[src/rtl/uart_rx.sv]
// uart_rx: asynchronous serial receiver, LSB-first frames with optional parity.
// Ports: clk, rst (async high), rx in; data, data_valid, parity_err, frame_err, busy out.
// Build option: define UART_RX_MAJORITY_EN for 2-of-3 majority bit sampling.
module uart_rx #(
  parameter int BITS         = 8,
  parameter int STOPBITS     = 1,
  parameter int PARITY       = 2,
  parameter int CLKS_PER_BIT = 16
) (
  input  logic            clk,
  input  logic            rst,
  input  logic            rx,
  output logic [BITS-1:0] data,
  output logic            data_valid,
  output logic            parity_err,
  output logic            frame_err,
  output logic            busy
);

  localparam int CW  = $clog2(CLKS_PER_BIT);
  localparam int MID = CLKS_PER_BIT / 2;
`ifdef UART_RX_MAJORITY_EN
  localparam int SAMP = MID + 1;
`else
  localparam int SAMP = MID;
`endif
  localparam logic [CW-1:0] SAMP_C  = CW'(SAMP);
  localparam logic [CW-1:0] LAST_C  = CW'(CLKS_PER_BIT - 1);
  localparam logic [3:0]    DLAST   = 4'(BITS - 1);
  localparam logic [3:0]    SLAST   = 4'(STOPBITS - 1);
  localparam logic          HAS_PAR = (PARITY != 0);
  localparam logic          ODD     = (PARITY == 1);

  typedef enum logic [2:0] {
    IDLE, START, DATA, PAR, STOP
  } state_t;

  state_t          state, state_n;
  logic            rx_m, rx_s;
  logic [CW-1:0]   cnt, cnt_n;
  logic [3:0]      idx, idx_n;
  logic [BITS-1:0] sh, sh_n;
  logic            par, par_n;
  logic            ferr, ferr_n;
  logic [BITS-1:0] data_n;
  logic            valid_n, perr_n, ferr_o_n;
  logic            samp, bit_val;

  always_ff @(posedge clk or posedge rst) begin
    if (rst) begin
      rx_m <= 1'b1;
      rx_s <= 1'b1;
    end else begin
      rx_m <= rx;
      rx_s <= rx_m;
    end
  end

`ifdef UART_RX_MAJORITY_EN
  // hist holds rx_s from the two cycles before the decision cycle
  logic [1:0] hist;

  always_ff @(posedge clk or posedge rst) begin
    if (rst) hist <= 2'b11;
    else     hist <= {hist[0], rx_s};
  end

  assign bit_val = (hist[1] & hist[0]) |
                   (hist[1] & rx_s) |
                   (hist[0] & rx_s);

  if (CLKS_PER_BIT < 4) begin : g_cpb_chk
    $error("uart_rx: CLKS_PER_BIT must be >= 4");
  end
`else
  assign bit_val = rx_s;
`endif

  assign samp = (cnt == SAMP_C);
  assign busy = (state != IDLE);

  always_ff @(posedge clk or posedge rst) begin
    if (rst) begin
      state      <= IDLE;
      cnt        <= '0;
      idx        <= '0;
      sh         <= '0;
      par        <= 1'b0;
      ferr       <= 1'b0;
      data       <= '0;
      data_valid <= 1'b0;
      parity_err <= 1'b0;
      frame_err  <= 1'b0;
    end else begin
      state      <= state_n;
      cnt        <= cnt_n;
      idx        <= idx_n;
      sh         <= sh_n;
      par        <= par_n;
      ferr       <= ferr_n;
      data       <= data_n;
      data_valid <= valid_n;
      parity_err <= perr_n;
      frame_err  <= ferr_o_n;
    end
  end

  // The counter free-runs through the frame, so every later sample
  // lands a whole bit period after the start-bit midpoint.
  always_comb begin
    state_n  = state;
    cnt_n    = (cnt == LAST_C) ? '0 : cnt + CW'(1);
    idx_n    = idx;
    sh_n     = sh;
    par_n    = par;
    ferr_n   = ferr;
    data_n   = data;
    valid_n  = 1'b0;
    perr_n   = parity_err;
    ferr_o_n = frame_err;
    unique case (state)
      IDLE: begin
        cnt_n = '0;
        if (!rx_s) begin
          state_n = START;
          idx_n   = '0;
          par_n   = 1'b0;
          ferr_n  = 1'b0;
        end
      end
      START: begin
        if (samp) state_n = bit_val ? IDLE : DATA;
      end
      DATA: begin
        if (samp) begin
          sh_n = {bit_val, sh[BITS-1:1]};
          if (idx == DLAST) begin
            idx_n   = '0;
            state_n = HAS_PAR ? PAR : STOP;
          end else begin
            idx_n = idx + 4'd1;
          end
        end
      end
      PAR: begin
        if (samp) begin
          par_n   = bit_val;
          state_n = STOP;
        end
      end
      STOP: begin
        if (samp) begin
          if (idx == SLAST) begin
            state_n  = IDLE;
            valid_n  = 1'b1;
            data_n   = sh;
            ferr_o_n = ferr | ~bit_val;
            perr_n   = HAS_PAR & ((^sh ^ par) != ODD);
          end else begin
            idx_n  = idx + 4'd1;
            ferr_n = ferr | ~bit_val;
          end
        end
      end
      default: state_n = IDLE;
    endcase
  end

endmodule

[config.mk]
export PLATFORM = sky130hd
export DESIGN_NAME = uart_rx
export DESIGN_NICKNAME = d
export VERILOG_FILES = /design/src/rtl/uart_rx.sv
export SDC_FILE = /design/constraint.sdc
export NUM_CORES = 1
export LEC_CHECK = 0
export ABC_AREA = 1
export BUFFER_PORTS_ARGS = -buffer_cell sky130_fd_sc_hd__buf_2
export CELL_PAD_IN_SITES_DETAIL_PLACEMENT = 2
export CELL_PAD_IN_SITES_GLOBAL_PLACEMENT = 2
export CORE_MARGIN = 8
export CORE_UTILIZATION = 32
export DETAILED_ROUTE_END_ITERATION = 6
export MAX_ROUTING_LAYER = met4
export PLACE_DENSITY_LB_ADDON = 0.12
export SYNTH_ARGS = -nofsm -noshare
export SYNTH_HDL_FRONTEND = slang
export SYNTH_SLANG_ARGS = --single-unit
[constraint.sdc]
create_clock -name clk -period 1.45 [get_ports clk]
set_input_delay 0.145 -clock clk [delete_from_list [all_inputs] [get_ports clk]]
set_output_delay 0.145 -clock clk [all_outputs]
set_load 0.05 [all_outputs]
Word level (Yosys, flattened, before mapping)
Cells that the tools add are included.
- add/subtract/negate cells: 2
- eq/ne operators: 15
- muxes and demuxes: 26
- bitwise logic cells: 3
- reductions and logical operators: 13
- operators with widths (kind ; number):
    $mux W4 ; 7
    $mux W3 ; 7
    $ne A2 B2 Y1 const B ; 8
    $pmux W3 S5 ; 1
    $pmux W4 S3 ; 1
    $add A4 B1 Y4 const B ; 2
    $eq A4 B4 Y1 const B ; 2
    $reduce_xor A8 Y1 ; 1
    $mux W1 ; 7
    $reduce_and A7 Y1 ; 1
    $eq A3 B2 Y1 const B ; 2
    $reduce_and A3 Y1 ; 2
    $reduce_bool A3 Y1 ; 2
    $reduce_and A5 Y1 ; 1
    $eq A4 B3 Y1 const B ; 1
    $logic_not A4 Y1 ; 1
    $pmux W1 S2 ; 2
    $reduce_and A4 Y1 ; 1
    $reduce_bool A2 Y1 ; 2
    $eq A3 B1 Y1 const B ; 1
    $eq A3 B3 Y1 const B ; 1
    $logic_not A3 Y1 ; 1
    $mux W2 ; 1
    $reduce_and A2 Y1 ; 1
    other kinds (3) ; 3
- bits in registers: 34
- input port bits: 3
- output and inout bits: 12
- logic and storage cells: 71

Logic depth before layout (Yosys ltp)
Gate-level depths: netlist (run 1).
- depth in word-level cells: 5
- gate-level depth with buffers: 10
- mapped depth without buffers: 10

Least setup slack after synthesis (run 1)
No wires, ideal clock.
- kind: reg-to-reg
- start: register cnt[0]
- end: register idx[0]
- setup time: 0.117 ns
- arrival: 1.342 ns
- required time: 1.333 ns
- slack: -0.009 ns
- stages on the path, launching flop included: 10
- buffers on the path: 0
- clock period less this slack: 1.459 ns
- cells stage by stage: dfrtp_1 -> inv_1 -> ha_1 -> nand2_1 -> nor2_1 -> inv_2 -> a21oi_4 -> nand4_1 -> nand2_1 -> nand2_1
- longest elaborated chain between the ends: 3
- elaborated cells on any way between the ends: 4
- those cells by class: eq/ne: 3; reduce/logical: 1
- ends and longest elaborated chain (what ; RTL line ; RTL):
    start: declaration ; 40 ; logic [CW-1:0] cnt, cnt_n;
    start signal: assignment ; 96 ; cnt <= cnt_n;
    $eq A4 B4 Y1 (*) ; 79 ; assign samp = (cnt == SAMP_C);
    $ne A2 B2 Y1 (no line) ; -- ;
    $reduce_and A5 Y1 (no line) (*) ; -- ;
    end signal: assignment ; 97 ; idx <= idx_n;
    end: declaration ; 41 ; logic [3:0] idx, idx_n;
Mark *: on every way between the ends. The rest lies on a longest branch, timed or not.
A chain may end at the register's enable or synchronous reset.

Final worst setup path (run 1)
- start: register idx[0]
- end: register state[2]
- longest elaborated chain between the ends: 3
- elaborated cells on any way between the ends: 5
- those cells by class: eq/ne: 3; reduce/logical: 2
- ends and longest elaborated chain (what ; RTL line ; RTL):
    $eq A4 B3 Y1 or $logic_not A4 Y1 (tied branches) ; 137, 153 ;
    $ne A2 B2 Y1 (no line) ; -- ;
    $reduce_and A7 Y1 (no line) (*) ; -- ;
    end signal: assignment ; 95 ; state <= state_n;
    end: declaration ; 38 ; state_t state, state_n;
Marks and branches as above.

==> results of run 1 <==
## layout by cell type (no fill, tap or decap), drive strengths merged
cell type and n:
clkinvlp 1, nand2 70, clkinv 1, nor2 21, a21boi 1, buf 30
dlygate4sd3 2, o21ai 25, dfstp 2, inv 26, nor3b 1, a21oi 5
nand4 1, ha 4, clkbuf 6, xnor2 2, nand3b 1, xor2 2
nand3 11, dfrtp 32
## worst register-to-register path: cells and delay by family (launching register included)
kind | cells | cell delay, ns
simple gates | 5 | 0.68
flops | 1 | 0.41
fa+ha+maj | 1 | 0.16
buf+inv | 1 | 0.08
compound gates | 1 | 0.06
## cell type report
cell class,count,area [um^2]
fill,622,3160
sequential,34,855
multi-input combinational,144,846
timing repair buffer,32,220
inverter,26,110
tap,72,90.1
clock buffer,6,82.6
clock inverter,2,12.5
## final timing paths
kind	slack, ns	start	endpoint	cells past startpoint
min	0.36	rx_m$_DFF_PP1_	bit_val$_DFF_PP1_	0
max	-0.08	idx[0]$_DFFE_PP0P_	state[2]$_DFFE_PP0P_	8
min in group asynchronous	0.50	rst	cnt[2]$_DFF_PP0_	4
min reg2reg	0.36	rx_m$_DFF_PP1_	bit_val$_DFF_PP1_	0
max reg2reg	-0.08	idx[0]$_DFFE_PP0P_	state[2]$_DFFE_PP0P_	8
max in group asynchronous	0.60	rst	rx_m$_DFF_PP1_	4
## state kept, by name, summed over array words and instances (netlist names), 3 cells and up
| register | count |
|---|---|
| state | 3 |
| idx | 4 |
| data | 8 |
| sh | 8 |
| cnt | 4 |
## per-layer routing
| metal | vias to the layer above | track usage |
|---|---|---|
| met5 | - | - |
| met4 | 0 | 0.0465 |
| met3 | 7 | 0.0274 |
| met2 | 15 | 0.229 |
| met1 | 744 | 0.125 |
| li1 | 718 | - |
## what timing repair did
action | in CTS | in global routing
pin swaps | 10 | 15
hold endpoints to repair | 33 | 0
buffers inserted | 5 | 2
resized for setup | 17 | 19
hold buffers | 2 | 0
setup endpoints to repair | 23 | 28
## Yosys cell counts, drive strengths merged
| cell | instances | area (um^2) |
|---|---|---|
| xnor2 | 2 | 17.5 |
| dfstp | 2 | 52.6 |
| a21oi | 5 | 36.3 |
| nor2 | 21 | 113 |
| nor3b | 1 | 12.5 |
| nand4 | 1 | 6.26 |
| nand2 | 70 | 285 |
| o21ai | 25 | 155 |
| a21boi | 1 | 7.51 |
| nand3b | 1 | 7.51 |
| ha | 4 | 50.1 |
| inv | 26 | 103 |
| nand3 | 11 | 60.1 |
| dfrtp | 32 | 801 |
| buf | 2 | 16.3 |
| xor2 | 2 | 17.5 |
## kinds of logic (layout without fill, tap and decap cells)
| kind of cell | count (synthesis) | count (layout) | synth area share |
|---|---|---|---|
| adders and majority gates | 4 | 4 | 0.0288 |
| AOI/OAI and AO/OA | 31 | 31 | 0.114 |
| xor gates and xnor gates | 4 | 4 | 0.0201 |
| buffers and inverters | 28 | 66 | 0.0683 |
| DFF | 34 | 34 | 0.490 |
| and+or+nand+nor | 105 | 105 | 0.278 |
## power breakdown
| group | internal [mW] | total (mW) | switching (mW) |
|---|---|---|---|
| Combinational | 0.578 | 1.51 | 0.935 |
| Clock | 0.382 | 0.757 | 0.375 |
| Sequential | 1.10 | 1.27 | 0.165 |
| Total | 2.06 | 3.54 | 1.47 |
==> summary.md, run 1 <==
| Metric | Value |
|---|---|
| Buf+Inv Stages, Crit Path | `1` |
| Worst relative slew slack | `0.705` |
| I/O Buffers | `14` |
| Top Layer Used | `met4` |
| Num Clock Sinks | `34` |
| DIE WIDTH | `89.8 um` |
| Unrepaired setup endpoints after global routing | `yes` |
| Root buffer cell | `clkbuf_8` |
| Post-Syn Area | `0.00174 mm^2` |
| Skew-Pair Late Insertion Delay | `0.29 ns` |
| Final worst-path cycle share | `1.05` |
| Core Util, Final | `0.413` |
| Starting DRC count in detailed routing | `52` |
| Die height | `around 90 um` |
| H-tree levels | `2` |
| Pre-CTS WS | `-0.158 ns` |
| PnR worst setup slack | `-0.0766 ns` |
| Max rail drop VDD | `696 uV` |
| Antenna cells | `0` |
| Placed cell areas | `between 0.0015 and 0.002 mm^2` |
| Grt total ovfl | `0` |
| Failing checks | `setup timing` |
| Die footprint | `0.00806 mm^2` |
| CP Class | `reg -> reg` |
| DP HPWL | `around 3.3 mm` |
| Drt first pass iters | `4` |
| GP Congestion | `about 0.80` |
| Cell area after layout | `0.00222 mm^2` |
| Via density | `roughly 4.7` |
| Top Family by Delay on Critical Path | `simple AND/OR/NAND/NOR gates` |
| Crit end category | `flip-flop` |
| Vias in the first global route | `roughly 1,800` |
| Synthesis Warnings | `0` |
| Fmax achieved | `~0.66 GHz` |
| Hold Vio Cnt, Final | `0` |
| Crit path arrival time | `around 1.7 ns` |
| Worst Hold Class | `reg -> reg` |
| Max Root-Sink Buffers | `2` |
| GR Util All Layers | `0.124` |
| Met2 routed WL | `2.61 mm` |
| Max-cap check violation count | `0` |
| Non-Filler Instances | `316` |
| Routed wire per std cell | `14.8 um` |
| Mean post-synth cell area | `roughly 8.4 um^2` |
| Initial core utilization | `0.324` |
| First-pass GRT wire length | `about 8.0 mm` |
| Antenna violations before repair | `0` |
| Status | `complete, but fails checks` |
| Num ports | `15` |
| Met3 wire len | `118 um` |
| PwrDens | `1600 mW/mm^2` |
| Crit path time final | `between 1.5 and 2 ns` |
| Syn_nets | `213` |
| Total number of vias | `around 1,500` |
| Share of layout cells above drive strength 1 | `0.340` |
| Final WL | `between 4 and 5 mm` |
| Core area | `~0.0054 mm^2` |
| Yosys reg bits | `34` |
| Nets | `250` |
| # rows | `27` |
| Sequential area share after synthesis | `0.490` |
| Worst-path clk slew | `roughly 0.07 ns` |
| Setup_tns | `-0.916 ns` |
| Worst Setup Start Kind | `flip-flop` |
| Crit path max-delay cell type | `dfrtp_1` |
| Largest fanout on the critical path | `5` |
| Slew @ Worst Pin | `between 0.4 and 0.5 ns` |
| Clk_skew | `between 0.01 and 0.015 ns` |
| Setup-failing EPs final | `26` |
| DRC viols | `0` |
| Largest net degree at the start of global routing | `35` |
| Synth-to-Final Area Change | `27.3%` |
| Most used cell, CP | `nor2_1` |
| Cells after Synth | `about 200` |
| P_leak | `roughly 1.1 nW` |
| TritonCTS clock tree | `yes` |
| Routed Antenna Nets | `0` |
| Total Power | `approximately 3.5 mW` |
| Yosys cell types | `28` |
| Final hold slack | `between 0.3 and 0.4 ns` |
| Crit-path max cell delay | `0.41 ns` |
| Cell-by-cell trace of the critical path | `inv_1, ha_2, nor3b_4, nor2_1, nor2_1, nand3_2, nand2_1, o21ai_1` |
| Met1 WL | `~1.9 mm` |
| Total CTS buffers | `5` |
| Post-Place Cells | `299` |
| Req. time, crit path | `between 1.5 and 2 ns` |
| Max-slew violations | `0` |
Power figures use the tool's default switching activity.
==> run 2: changes to the inputs <==
Clock period 1.45 ns to 1.4 ns, I/O delays scaled along.
==> run 2 against run 1 <==
- the flow still finishes with violations (setup timing)
- clock skew down 0.0056 ns
- combinational power up 24%
- hold slack better by 0.0024 ns
- register-to-register slack worse by 0.04 ns
- wire length up 3.9%
- largest cell class is now multi-input combinational cells
==> summary.md, run 2 (synthesis gave the netlist of run 1 again) <==
| Metric | Value |
|---|---|
| Final WL | `4.85 mm (was 4.67 mm)` |
| Num ports | `15 (unchanged)` |
| Req. time, crit path | `1.58 ns (was 1.62 ns)` |
| Final worst-path cycle share | `1.08 (was 1.05)` |
| GRT busiest layer | `met2 (unchanged)` |
| Die footprint | `0.00806 mm^2 (unchanged)` |
| PnR worst setup slack | `-0.117 ns (was -0.0766 ns)` |
| Total number of vias | `1,513 (was 1,484)` |
| Crit path time final | `1.52 ns (was 1.53 ns)` |
| Reg power frac | `0.329 (was 0.358)` |
| Nets | `257 (was 250)` |
| DIE WIDTH | `89.8 um (unchanged)` |
| H-tree levels | `2 (unchanged)` |
| Combinational power share | `0.476 (was 0.428)` |
| Switching Fraction | `0.406 (was 0.417)` |
| NetSw | `1.59 mW (was 1.47 mW)` |
| First-pass GRT wire length | `8.39 mm (was 8.02 mm)` |
| Status | `complete, but fails checks (unchanged)` |
| GR Util All Layers | `0.130 (was 0.124)` |
| Initial core utilization | `0.324 (unchanged)` |
| TritonCTS clock tree | `yes (unchanged)` |
| Core area | `0.00537 mm^2 (unchanged)` |
| Placed cell areas | `0.00202 mm^2 (was 0.00195 mm^2)` |
| PwrDens | `1700 mW/mm^2 (was 1600 mW/mm^2)` |
| Clk_skew | `0.00570 ns (was 0.0113 ns)` |
| # rows | `27 (unchanged)` |
| Antenna cells | `0 (unchanged)` |
| GP Congestion | `0.718 (was 0.798)` |
| Max rail drop VDD | `832 uV (was 696 uV)` |
| Grt total ovfl | `0 (unchanged)` |
| Root buffer cell | `clkbuf_8 (unchanged)` |
| Reg2reg path depth | `9 (was 8)` |
| Met2 Usage GRT | `0.239 (was 0.229)` |
| DRC viols | `0 (unchanged)` |
| Cell area after layout | `0.00231 mm^2 (was 0.00222 mm^2)` |
| Crit end category | `flip-flop (unchanged)` |
| Fillers | `608 (was 622)` |
| Largest net degree at the start of global routing | `35 (unchanged)` |
| Routing usage on met3 | `0.0299 (was 0.0274)` |
| Failing checks | `setup timing (unchanged)` |
| Starting DRC count in detailed routing | `22 (was 52)` |
| Setup-failing EPs final | `18 (was 26)` |
| Worst Hold Class | `reg -> reg (unchanged)` |
| Worst-path clk slew | `0.07 ns (about the same)` |
| Flop-to-flop setup slack | `-0.12 ns (was -0.08 ns)` |
| DP HPWL | `3.43 mm (was 3.28 mm)` |
| Total CTS buffers | `5 (unchanged)` |
| P_leak | `1.18 nW (was 1.12 nW)` |
| Most common cell after layout, fill and taps aside | `nand2_1 (unchanged)` |
| Max Root-Sink Buffers | `2 (unchanged)` |
| Synth-to-Final Area Change | `32.7% (was 27.3%)` |
| Drt first pass iters | `4 (unchanged)` |
| Antenna violations before repair | `0 (unchanged)` |
| Clock network power share | `0.195 (was 0.214)` |
| Routed wire per std cell | `15.0 um (was 14.8 um)` |
| Internal power | `2.33 mW (was 2.06 mW)` |
| Pre-CTS WS | `-0.178 ns (was -0.158 ns)` |
| Met1 Use GR | `0.132 (was 0.125)` |
| Skew-Pair Late Insertion Delay | `0.29 ns (about the same)` |
| Share of layout cells above drive strength 1 | `0.343 (was 0.340)` |
| Worst Setup Start Kind | `flip-flop (unchanged)` |
| Unrepaired setup endpoints after global routing | `yes (unchanged)` |
| Setup_tns | `-1.60 ns (was -0.916 ns)` |
| Max-slew violations | `0 (unchanged)` |
| I/O Buffers | `14 (unchanged)` |
| Num Clock Sinks | `34 (unchanged)` |
| Hold Vio Cnt, Final | `0 (unchanged)` |
| Fmax achieved | `0.659 GHz (was 0.655 GHz)` |
| Crit path arrival time | `1.69 ns (about the same)` |
| Most frequent cells in the layout | `57 x nand2_1, 32 x dfrtp_1, 20 x inv_1 (was 53 x nand2_1, 31 x dfrtp_1, 22 x inv_1)` |
| Post-Place Cells | `305 (was 299)` |
| Via density | `4.68 (was 4.70)` |
| Vias in the first global route | `1,777 (was 1,756)` |
| Die height | `89.8 um (unchanged)` |
| Worst relative slew slack | `0.703 (was 0.705)` |
| Largest regs | `data x8, sh x8 (unchanged)` |
| Slew @ Worst Pin | `0.445 ns (was 0.443 ns)` |
| Routed Antenna Nets | `0 (unchanged)` |
| Largest fanout on the critical path | `4 (was 5)` |
| Hold path cells | `0 (unchanged)` |
| Max-cap check violation count | `0 (unchanged)` |
| CP Class | `reg -> reg (unchanged)` |
| Non-Filler Instances | `323 (was 316)` |
==> run 2: final timing paths <==
| path | to | startpoint |
|---|---|---|
| max in group asynchronous | bit_val$_DFF_PP1_ | rst |
| min reg2reg | bit_val$_DFF_PP1_ | rx_m$_DFF_PP1_ |
| min | bit_val$_DFF_PP1_ | rx_m$_DFF_PP1_ |
| max reg2reg | idx[1]$_DFFE_PP0P_ | cnt[1]$_DFF_PP0_ |
| max | idx[1]$_DFFE_PP0P_ | cnt[1]$_DFF_PP0_ |
| min in group asynchronous | data[6]$_DFFE_PP0P_ | rst |
==> run 2: per-layer routing <==
layer / routed length [um] / vias to the layer above / share of wire
met2: 2720 / 11 / 0.56
met5: 0 / - / 0
met1: 1960 / 765 / 0.40
met3: 103 / 5 / 0.021
li1: - / 732 / -
met4: 65 / 0 / 0.013
==> run 2: critical path, cell delays in order (launching register included) <==
cell and delay [ns]:
dfrtp_1 0.38, inv_2 0.07, ha_4 0.14, nand2_4 0.05, nor2_4 0.12, inv_2 0.07, a21oi_4 0.16, nand4_1 0.23
nand2_1 0.14, nand2_1 0.06
==> run 2: power groups by stage <==
stage	sequential, mW	clock [mW]	combinational, mW
after floorplan	1.33	0	0.921
after global placement	1.28	0	1.45
after detailed placement	1.29	0	1.54
after CTS	1.28	0.789	1.78
after global routing	1.31	0.841	2.07
final	1.29	0.763	1.87
==> run 2: cell type report <==
class	instances	area, um^2	area share
clock buffer	7	86.3	0.0374
clock inverter	1	5.00	0.00217
inverter	26	110	0.0477
multi-input combinational	145	878	0.380
sequential	34	853	0.369
tap	72	90.1	0.0390
timing repair buffer	37	278	0.120
timing repair inverter	1	8.76	0.00379
==> run 2: timing repair <==
item | CTS | global route
setup buffers | 5 | 2
pin swaps | 8 | 10
hold buffers | 2 | 0
hold endpoints to repair | 33 | 0
gates resized for setup | 22 | 13
setup endpoints to repair | 23 | 29
cloned | 1 | 1
==> run 2: through the flow <==
step	hold slack, ns	power (mW)	utilization
after floorplan	0.144	2.25	-
after global placement	0.247	2.73	0.377
after detailed placement	0.248	2.84	0.377
after CTS	0.364	3.84	0.420
after global routing	0.369	4.22	0.430
final	0.363	3.92	0.430
==> run 3: changes to the inputs <==
Settings changed: CORE_UTILIZATION 32 to 25.
==> run 3 against run 2 <==
- the flow still finishes with violations (setup timing)
- critical path depth fell by 4
- flip-flop and latch count unchanged
- sequential power hardly changed
- maximum frequency decreased by 1.7%
- highest routed layer unchanged
==> summary.md, run 3 (synthesis gave the netlist of run 1 again) <==
| Metric | Value |
|---|---|
| Core area | `0.00676 mm^2 (was 0.00537 mm^2)` |
| Drt first pass iters | `4 (unchanged)` |
| Slew @ Worst Pin | `0.462 ns (was 0.445 ns)` |
| Switching Fraction | `0.411 (was 0.406)` |
| NetSw | `1.54 mW (was 1.59 mW)` |
| Non-Filler Instances | `329 (was 323)` |
| P_leak | `1.16 nW (was 1.18 nW)` |
| DRC viols | `0 (unchanged)` |
| Via density | `4.51 (was 4.68)` |
| PwrDens | `1660 mW/mm^2 (was 1700 mW/mm^2)` |
| CP Class | `reg -> out (was reg -> reg)` |
| Clock network power share | `0.204 (was 0.195)` |
| Vias in the first global route | `1,664 (was 1,777)` |
| PnR worst setup slack | `-0.143 ns (was -0.117 ns)` |
| Routed Antenna Nets | `0 (unchanged)` |
| Crit path time final | `1.54 ns (was 1.52 ns)` |
| GP Congestion | `0.764 (was 0.718)` |
| Largest regs | `data x8, sh x8 (unchanged)` |
| DIE WIDTH | `99.4 um (was 89.8 um)` |
| H-tree levels | `2 (unchanged)` |
| GR Util All Layers | `0.106 (was 0.130)` |
| Post-Place Cells | `313 (was 305)` |
| Antenna cells | `0 (unchanged)` |
| Num Clock Sinks | `34 (unchanged)` |
| Grt total ovfl | `0 (unchanged)` |
| Final worst-path cycle share | `1.10 (was 1.08)` |
| Antenna violations before repair | `0 (unchanged)` |
| Largest net degree at the start of global routing | `35 (unchanged)` |
| I/O Buffers | `14 (unchanged)` |
| Setup_tns | `-1.56 ns (was -1.60 ns)` |
| Max-slew violations | `0 (unchanged)` |
| Fmax achieved | `0.648 GHz (was 0.659 GHz)` |
| Crit end category | `output pin (was flip-flop)` |
| Final WL | `4.69 mm (was 4.85 mm)` |
| Max Root-Sink Buffers | `2 (unchanged)` |
| Total CTS buffers | `5 (unchanged)` |
| Most frequent cells in the layout | `61 x nand2_1, 32 x dfrtp_1, 20 x inv_1 (was 57 x nand2_1, 32 x dfrtp_1, 20 x inv_1)` |
| Worst relative slew slack | `0.692 (was 0.703)` |
| Reg power frac | `0.346 (was 0.329)` |
| Die height | `99.4 um (was 89.8 um)` |
| Worst-path clk slew | `0.07 ns (about the same)` |
| Share of layout cells above drive strength 1 | `0.309 (was 0.343)` |
| Synth-to-Final Area Change | `29.7% (was 32.7%)` |
| Total number of vias | `1,485 (was 1,513)` |
| Max rail drop VDD | `495 uV (was 832 uV)` |
| Clk_skew | `0.00780 ns (was 0.00570 ns)` |
| Root buffer cell | `clkbuf_8 (unchanged)` |
| Status | `complete, but fails checks (unchanged)` |
| Total Power | `3.75 mW (was 3.92 mW)` |
| Starting DRC count in detailed routing | `23 (was 22)` |
| TritonCTS clock tree | `yes (unchanged)` |
| Worst Setup Start Kind | `flip-flop (unchanged)` |
| Req. time, crit path | `1.26 ns (was 1.58 ns)` |
| Final hold slack | `0.357 ns (was 0.363 ns)` |
| Die footprint | `0.00989 mm^2 (was 0.00806 mm^2)` |
| Setup-failing EPs final | `19 (was 18)` |
| Nets | `255 (was 257)` |
| Most common cell after layout, fill and taps aside | `nand2_1 (unchanged)` |
| Crit path arrival time | `1.40 ns (was 1.69 ns)` |
| Internal power | `2.21 mW (was 2.33 mW)` |
| Num ports | `15 (unchanged)` |
| Hold Vio Cnt, Final | `0 (unchanged)` |
| Largest fanout on the critical path | `4 (unchanged)` |
| Failing checks | `setup timing (unchanged)` |
| Fillers | `779 (was 608)` |
| Worst Hold Class | `reg -> reg (unchanged)` |
| Skew-Pair Late Insertion Delay | `0.29 ns (about the same)` |
| Max-cap check violation count | `0 (unchanged)` |
| Combinational power share | `0.450 (was 0.476)` |
| # rows | `30 (was 27)` |
| First-pass GRT wire length | `8.12 mm (was 8.39 mm)` |
| Routed wire per std cell | `14.2 um (was 15.0 um)` |
| DP HPWL | `3.46 mm (was 3.43 mm)` |
| Initial core utilization | `0.258 (was 0.324)` |
| Unrepaired setup endpoints after global routing | `yes (unchanged)` |
-- run 3: cell count changes in the layout (fill, tap and decap cells not counted), moves of 2 or more --
cell     delta
nand2_1     +4
nand2_2     -5
nand2_4     +2
nor2_1      +2
nor2_2      -2
-- run 3: final timing paths --
kind | from | endpoint | slack [ns] | depth (start not counted)
max reg2reg | cnt[1]$_DFF_PP0_ | idx[0]$_DFFE_PP0P_ | -0.14 | 9
min in group asynchronous | rst | data[5]$_DFFE_PP0P_ | 0.50 | 4
max in group asynchronous | rst | bit_val$_DFF_PP1_ | 0.55 | 4
max | state[1]$_DFFE_PP0P_ | busy | -0.14 | 5
min reg2reg | rx_m$_DFF_PP1_ | bit_val$_DFF_PP1_ | 0.36 | 0
min | rx_m$_DFF_PP1_ | bit_val$_DFF_PP1_ | 0.36 | 0
-- run 3: cell type report --
| cell class | instances | area (um^2) | share of cell area |
|---|---|---|---|
| multi-input cells | 145 | 855 | 0.379 |
| flip-flops and latches | 34 | 853 | 0.378 |
| repair buffers | 36 | 248 | 0.110 |
| inverters | 26 | 110 | 0.0488 |
| well taps | 80 | 100 | 0.0443 |
| clock buffers | 7 | 86.3 | 0.0382 |
| clock inverters | 1 | 5.00 | 0.00222 |
-- run 3: layer usage --
layer  part of all wire  vias to the layer above  global-route usage
li1                   -                      727                   -
met1               0.42                      737               0.111
met2               0.54                       14               0.191
met3              0.029                        7              0.0279
met4              0.014                        0              0.0349
met5                  0                        -                   -
-- run 3: timing repair --
item / 4_1_cts / 5_1_grt
setup buffers: 6 / 0
pin swaps: 7 / 12
hold buffers: 2 / 0
cloned: 1 / 0
hold endpoints to repair: 33 / 0
gates resized for setup: 16 / 9
endpoints found under the setup margin: 26 / 22
-- run 3: power groups by stage --
stage / clock network (mW) / registers, mW / logic (mW)
2_1_floorplan: 0 / 1.33 / 0.921
3_3_place_gp: 0 / 1.29 / 1.40
3_5_place_dp: 0 / 1.31 / 1.48
4_1_cts: 0.797 / 1.29 / 1.66
5_1_grt: 0.834 / 1.32 / 1.89
6_report: 0.765 / 1.30 / 1.69
-- run 3: worst max-delay path, cell delays in order (launching register included) --
cell,delay [ns]
dfrtp_1,0.45
nor2_4,0.13
buf_4,0.13
nand2_4,0.06
buf_4,0.15
buf_2,0.20
-- run 3: stage by stage --
stage | instance area [um^2] | worst slack [ns] | util
after floorplan | 1760 | -0.0239 | -
final | 2260 | -0.143 | 0.334
after global routing | 2260 | -0.261 | 0.334
after detailed placement | 2020 | -0.218 | 0.299
after global placement | 2020 | -0.0686 | 0.299
after CTS | 2230 | -0.176 | 0.331
